<file path="config.mk">
export PLATFORM = sky130hd
export DESIGN_NAME = calc_datapath
export DESIGN_NICKNAME = d
export VERILOG_FILES = /design/src/rtl/calc_pkg.sv /design/src/rtl/calc_muldiv.sv /design/src/rtl/calc_datapath.sv
export SDC_FILE = /design/constraint.sdc
export NUM_CORES = 1
export LEC_CHECK = 0
export ABC_AREA = 1
export BUFFER_PORTS_ARGS = -buffer_cell sky130_fd_sc_hd__buf_2
export CAP_MARGIN = 5
export CORE_ASPECT_RATIO = 2
export CORE_MARGIN = 2
export CORE_UTILIZATION = 50
export CTS_CLUSTER_SIZE = 24
export DETAILED_ROUTE_END_ITERATION = 7
export MAX_ROUTING_LAYER = met4
export PLACE_DENSITY = 0.65
export RECOVER_POWER = 25
export SLEW_MARGIN = 20
export SYNTH_ARGS = -nofsm -noshare
export SYNTH_HDL_FRONTEND = slang
export SYNTH_SLANG_ARGS = --single-unit
export TNS_END_PERCENT = 10
</file>
<file path="constraint.sdc">
create_clock -name clk -period 2.5 [get_ports clk]
set_input_delay 0.25 -clock clk [delete_from_list [all_inputs] [get_ports clk]]
set_output_delay 0.25 -clock clk [all_outputs]
set_load 0.02 [all_outputs]
</file>
<file path="src/rtl/calc_pkg.sv">
`default_nettype none
// ============================================================================
// Module      : calc_pkg
// Description : Shared constants and types for the calculator datapath:
//               operand width default, op-select codes, FSM state type.
// Revision    : 1.0 - initial release
// ============================================================================
package calc_pkg;

  localparam int W_DEFAULT = 8;

  // Op-select codes. s[2]=1 marks an operand-load code, which is never an
  // arithmetic request.
  localparam logic [2:0] OP_ADD = 3'b000;
  localparam logic [2:0] OP_SUB = 3'b001;
  localparam logic [2:0] OP_MUL = 3'b010;
  localparam logic [2:0] OP_DIV = 3'b011;
  localparam logic [2:0] OP_XLD = 3'b100;
  localparam logic [2:0] OP_YLD = 3'b101;

  typedef enum logic [1:0] {
    ST_IDLE = 2'd0,
    ST_MUL  = 2'd1,
    ST_DIV  = 2'd2
  } state_t;

endpackage
`default_nettype wire

</file>
<file path="src/rtl/calc_muldiv.sv">
`default_nettype none
// ============================================================================
// Module      : calc_muldiv
// Description : Iterative unsigned engine. W iterations, one per cycle:
//               shift-add multiply (op_i=0) or restoring divide (op_i=1).
//               Divide result packs {remainder, quotient}.
// Ports       : clk, rst (async, active-low)
//               start_i  - load a_i/b_i and begin (ignored while busy)
//               op_i     - 0 multiply, 1 divide
//               a_i,b_i  - multiplicand/dividend, multiplier/divisor
//               busy_o   - iterations in progress
//               result_o - final value, valid while last_o is high
//               last_o   - high during the cycle whose edge completes
// Revision    : 1.0 - initial release
// ============================================================================
module calc_muldiv
  import calc_pkg::*;
#(
  parameter int W = W_DEFAULT
) (
  input  logic           clk,
  input  logic           rst,
  input  logic           start_i,
  input  logic           op_i,
  input  logic [W-1:0]   a_i,
  input  logic [W-1:0]   b_i,
  output logic           busy_o,
  output logic [2*W-1:0] result_o,
  output logic           last_o
);

  localparam int CW = $clog2(W + 1);

  // Multiply: acc_q accumulates, sh_q holds the shifted multiplicand and
  // b_q the right-shifting multiplier.
  // Divide:   acc_q = {remainder, dividend/quotient}, b_q the divisor.
  logic [2*W-1:0] acc_q, acc_d, sh_q;
  logic [W-1:0]   b_q;
  logic           div_q, busy_q;
  logic [CW-1:0]  cnt_q;
  logic [W:0]     rem_trial, rem_diff;

  always_comb begin
    acc_d     = acc_q;
    rem_trial = {acc_q[2*W-1:W], acc_q[W-1]};
    rem_diff  = rem_trial - {1'b0, b_q};
    if (div_q) begin
      // Restore-free form: keep the subtraction only when it did not borrow.
      if (!rem_diff[W]) acc_d = {rem_diff[W-1:0], acc_q[W-2:0], 1'b1};
      else              acc_d = {rem_trial[W-1:0], acc_q[W-2:0], 1'b0};
    end else if (b_q[0]) begin
      acc_d = acc_q + sh_q;
    end
  end

  assign busy_o   = busy_q;
  assign last_o   = busy_q && (cnt_q == CW'(W - 1));
  assign result_o = acc_d;

  always_ff @(posedge clk or negedge rst) begin
    if (!rst) begin
      acc_q  <= '0;
      sh_q   <= '0;
      b_q    <= '0;
      div_q  <= 1'b0;
      busy_q <= 1'b0;
      cnt_q  <= '0;
    end else if (start_i && !busy_q) begin
      acc_q  <= op_i ? {{W{1'b0}}, a_i} : '0;
      sh_q   <= op_i ? '0 : {{W{1'b0}}, a_i};
      b_q    <= b_i;
      div_q  <= op_i;
      busy_q <= 1'b1;
      cnt_q  <= '0;
    end else if (busy_q) begin
      acc_q <= acc_d;
      sh_q  <= sh_q << 1;
      b_q   <= div_q ? b_q : (b_q >> 1);
      cnt_q <= cnt_q + CW'(1);
      if (last_o) busy_q <= 1'b0;
    end
  end

endmodule
`default_nettype wire

</file>
<file path="src/rtl/calc_datapath.sv">
`default_nettype none
// ============================================================================
// Module      : calc_datapath
// Description : Calculator datapath: X/Y operand registers, single-cycle
//               add/sub, control FSM, and the iterative mul/div engine.
// Ports       : clk, rst (async, active-low)
//               din            - operand data
//               ldX/clrX       - load (with s=100) / clear X
//               ldY/clrY       - load (with s=101) / clear Y
//               s              - op select
//               done           - operation request
//               result         - last completed result (2W)
//               res_valid      - one-cycle completion pulse
//               busy           - multi-cycle op in progress
//               err            - sticky divide-by-zero flag
// Revision    : 1.0 - initial release
// ============================================================================
module calc_datapath
  import calc_pkg::*;
#(
  parameter int W = W_DEFAULT
) (
  input  logic           clk,
  input  logic           rst,
  input  logic [W-1:0]   din,
  input  logic           ldX,
  input  logic           clrX,
  input  logic           ldY,
  input  logic           clrY,
  input  logic [2:0]     s,
  input  logic           done,
  output logic [2*W-1:0] result,
  output logic           res_valid,
  output logic           busy,
  output logic           err
);

  state_t         state_q;
  logic [W-1:0]   x_q, x_d, y_q, y_d;
  logic [2*W-1:0] result_q;
  logic           res_valid_q, busy_q, err_q;

  logic           w_idle, w_accept, w_md_start, w_md_op;
  logic           w_md_busy, w_md_last;
  logic [2*W-1:0] w_md_result, w_sum, w_diff;

  assign w_idle     = (state_q == ST_IDLE) && !w_md_busy;
  assign w_accept   = w_idle && done && !s[2];
  assign w_md_op    = (s == OP_DIV);
  assign w_md_start = w_accept && ((s == OP_MUL) || ((s == OP_DIV) && (y_q != '0)));

  assign w_sum  = {{(W-1){1'b0}}, ({1'b0, x_q} + {1'b0, y_q})};
  // 2W-bit subtraction of zero-extended operands yields the sign-extended
  // two's-complement difference directly.
  assign w_diff = {{W{1'b0}}, x_q} - {{W{1'b0}}, y_q};

  // Operand registers freeze while an iterative op is running.
  always_comb begin
    x_d = x_q;
    y_d = y_q;
    if (w_idle) begin
      if (clrX)                     x_d = '0;
      else if (ldX && s == OP_XLD)  x_d = din;
      if (clrY)                     y_d = '0;
      else if (ldY && s == OP_YLD)  y_d = din;
    end
  end

  always_ff @(posedge clk or negedge rst) begin
    if (!rst) begin
      x_q <= '0;
      y_q <= '0;
    end else begin
      x_q <= x_d;
      y_q <= y_d;
    end
  end

  always_ff @(posedge clk or negedge rst) begin
    if (!rst) begin
      state_q     <= ST_IDLE;
      result_q    <= '0;
      res_valid_q <= 1'b0;
      busy_q      <= 1'b0;
      err_q       <= 1'b0;
    end else begin
      res_valid_q <= 1'b0;
      case (state_q)
        ST_IDLE: begin
          if (w_accept) begin
            err_q <= 1'b0;
            case (s)
              OP_ADD: begin
                result_q    <= w_sum;
                res_valid_q <= 1'b1;
              end
              OP_SUB: begin
                result_q    <= w_diff;
                res_valid_q <= 1'b1;
              end
              OP_MUL: begin
                state_q <= ST_MUL;
                busy_q  <= 1'b1;
              end
              default: begin
                if (y_q == '0) begin
                  result_q    <= '1;
                  err_q       <= 1'b1;
                  res_valid_q <= 1'b1;
                end else begin
                  state_q <= ST_DIV;
                  busy_q  <= 1'b1;
                end
              end
            endcase
          end
        end
        ST_MUL, ST_DIV: begin
          if (w_md_last) begin
            result_q    <= w_md_result;
            res_valid_q <= 1'b1;
            state_q     <= ST_IDLE;
            busy_q      <= 1'b0;
          end
        end
        default: begin
          state_q <= ST_IDLE;
          busy_q  <= 1'b0;
        end
      endcase
    end
  end

  calc_muldiv #(.W(W)) u_muldiv (
    .clk      (clk),
    .rst      (rst),
    .start_i  (w_md_start),
    .op_i     (w_md_op),
    .a_i      (x_q),
    .b_i      (y_q),
    .busy_o   (w_md_busy),
    .result_o (w_md_result),
    .last_o   (w_md_last)
  );

  assign result    = result_q;
  assign res_valid = res_valid_q;
  assign busy      = busy_q;
  assign err       = err_q;

endmodule
`default_nettype wire

</file>
==> out/results.txt <==
status = finished, violations left
failing checks = DRC
Synth area leader = dfrtp_1
Simple-Gate Fraction of Synth Area = 27.5%
iteration-0 DRC count of the detailed router = 391
drc violations = 1
xor and xnor area share after synthesis = 1.29%
Num CTS Buffers = 9
post-synthesis mux area share = 0%
Worst Hold Launch = din[3]
CTS root buf = clkbuf_16
Adder-Cell Fraction of Synth Area = 9.92%
Seq/Total Area, Yosys = 34.0%
Worst EP arrival = 2.55 ns
R2R Path Start = y_q[3]
Crit Path Max Fanout = 7
diode count = 0
max_cap viols = 0
Post-Place Cell Area = 0.00654 mm²
CTS tree = done
Netlist Area Pre-Place = 0.00610 mm²
Rel. slew slack = 24.4%
FF/Latch Area = 0.00208 mm²
DP HPWL = 16600 µm
Setup Viol. Count Final = 0
CP max stage delay = 0.49 ns
Peak VDD IR = 0.829 mV
unrepaired setup endpoints after global routing = yes
Slew Limit Fails = 0
Leak = 3.54 nW
largest family of logic cells by synthesized area = simple AND/OR/NAND/NOR gates
critical path startpoint category = flip-flop
fmax = 427 MHz
Hold WS = 0.167 ns
CTS max path bufs = 2
top post-synthesis cells by area = dfrtp_1, nand2_1, ha_1, inv_1, nand3_1
Die Width = 82.1 µm
measured slew at the worst slew-check pin = 1.13 ns
vias in the first global route = 6449
Tcrit/Tclk final = 93.7%
Via density = 5.78
Die Ht = 160 µm
Req. time, crit path = 2.70 ns
Worst-path clk slew = 0.07 ns
Post-Synthesis Cells = 863
drt wl/cell = 19.7 µm
initial core utilization = 50.6%
top cell type's share of synthesized area = 34.0%
Netlist cell types = 44
power per cell area = 1570 mW/mm²
DR pass1 iterations = 7
pin count of the biggest net entering global routing = 43
Routed WL = 21000 µm
Synth Warn # = 0
Crit. End Element = flip-flop
fin nets = 974
area fraction in compound gates after synthesis = 16.4%
Hold Path Class = input port to flip-flop
fin cells = 1062
Mapped Nets = 927
grt ovf = 0
Clk Latency, worst-skew pair = 0.34 ns
#FFs+latches synth = 83
Core Area = 0.0121 mm²
Crit Path Category = flip-flop to flip-flop
FFs w/ async S/R, synth = 100%
worst setup margin = 0.156 ns
number of enable flip-flop cells after synthesis = 0
commonest cells after routing, fill and taps aside = nand2_1, inv_1, nand3_1
Area Overhead vs Synth = 12.6%
slowest CP cell = dfrtp_1
# H-tree levels = 3
I/O Buffers = 36
Final Cell Area = 0.00687 mm²
Routed Antenna Nets = 0
Placed Cells = 1043
gr usage total = 34.9%
syn_area_per_cell = 7.07 µm²
first-pass GRT wire length = 33000 µm
fillers = 1243
Tot Pwr = 10.8 mW
CP startpoint = y_q[3]
Site Rows = 57
commonest non-fill, non-tap cell in the layout = nand2_1
main flop type after synthesis = dfrtp_1
Num Clock Sinks = 83
Critical Path, Cell by Cell = inv_1 -> nand4_1 -> nor2_1 -> nand2_1 -> nand2_2 -> inv_1 -> nand2_1 -> inv_1 -> nand2_1 -> o221ai_1
GPL Wtd Cong = 1.03
full die area = 0.0132 mm²
skew final = 0.00754 ns
Hold Fails Final Rpt = 0
Post-Place Setup Slack = 0.159 ns
total number of vias = 6134
Ports = 37
multi-input logic area = 0.00338 mm²
initial antenna violation count = 0
share of cells above drive strength 1 = 10.9%
minimum clock period = 2.34 ns
[sequential cells by signal, summed over array words and instances (netlist names)]
name,cells
u_muldiv.acc_q,16
err,1
busy,1
u_muldiv.busy_o,1
u_muldiv.div_q,1
result,16
state_q,2
y_q,8
u_muldiv.cnt_q,4
u_muldiv.sh_q,16
x_q,8
u_muldiv.b_q,8
res_valid,1
[final cells by class]
class | instances | area share (%)
Clock buffer | 10 | 3.48
Clock inverter | 6 | 1.06
Inverter | 142 | 7.75
Multi-Input combinational cell | 612 | 49.2
Sequential cell | 83 | 30.2
Tap cell | 147 | 2.68
Timing Repair Buffer | 62 | 5.61
[where the power goes]
part	switching (mW)	leakage, nW	internal [mW]	total (mW)
clock	0.597	0.155	0.815	1.41
combinational	4.55	2.33	2.34	6.89
sequential	0.566	1.06	1.93	2.49
[synthesized netlist by cell type (3+ instances only)]
library cell	number
a21boi_1	6
a21oi_1	42
buf_1	3
buf_2	5
clkbuf_1	16
dfrtp_1	83
fa_1	4
ha_1	42
inv_1	136
inv_2	4
nand2_1	213
nand2_2	3
nand3_1	87
nand4_1	13
nor2_1	50
nor3_1	5
o211ai_1	10
o21ai_0	61
o21ai_1	5
o221ai_1	10
o22ai_1	18
or2_2	7
xnor2_1	5
xor2_1	4
[what timing repair did]
item / 4_1_cts / 5_1_grt
endpoints found under the setup margin: 0 / 18
resized for setup: 0 / 2
hold endpoints to repair: 41 / 0
buffers inserted: 0 / 1
hold buffers: 1 / 0
[path summary, 6_finish.rpt]
path,end,slack [ns],depth (start not counted)
worst max register to register,u_muldiv.acc_q[0],0.16,10
worst min register to register,result[3],0.49,2
min in group asynchronous,result[14],0.66,2
max in group asynchronous,u_muldiv.acc_q[2],1.01,3
worst max-delay path,u_muldiv.acc_q[0],0.16,10
worst min-delay path,y_q[3],0.17,3
[per-layer routing]
metal	global-route usage, %	wire length [µm]
met5	-	0
met4	29.5	2200
met3	5.20	768
met2	59.9	11100
met1	31.9	6900
[cell families (layout without fill, tap and decap cells)]
group	after synthesis	after routing
simple gates	388	389
buf+inv	169	220
compound gates	168	168
flops	83	83
fa+ha+maj	46	46
xor+xnor	9	9
[stage by stage]
step,setup TNS (ns),utilization (%)
2_1_floorplan,0,-
3_3_place_gp,0,54.2
3_5_place_dp,0,54.2
4_1_cts,0,56.9
5_1_grt,-0.0110,57.0
6_report,0,57.0
[worst max-delay path: cells and delay by family, from the launching register on]
family / cells / cell delay (ns)
compound gates: 1 / 0.10
buf+inv: 3 / 0.45
flops: 1 / 0.49
simple gates: 6 / 1.16
Power figures use the tool's default switching activity.
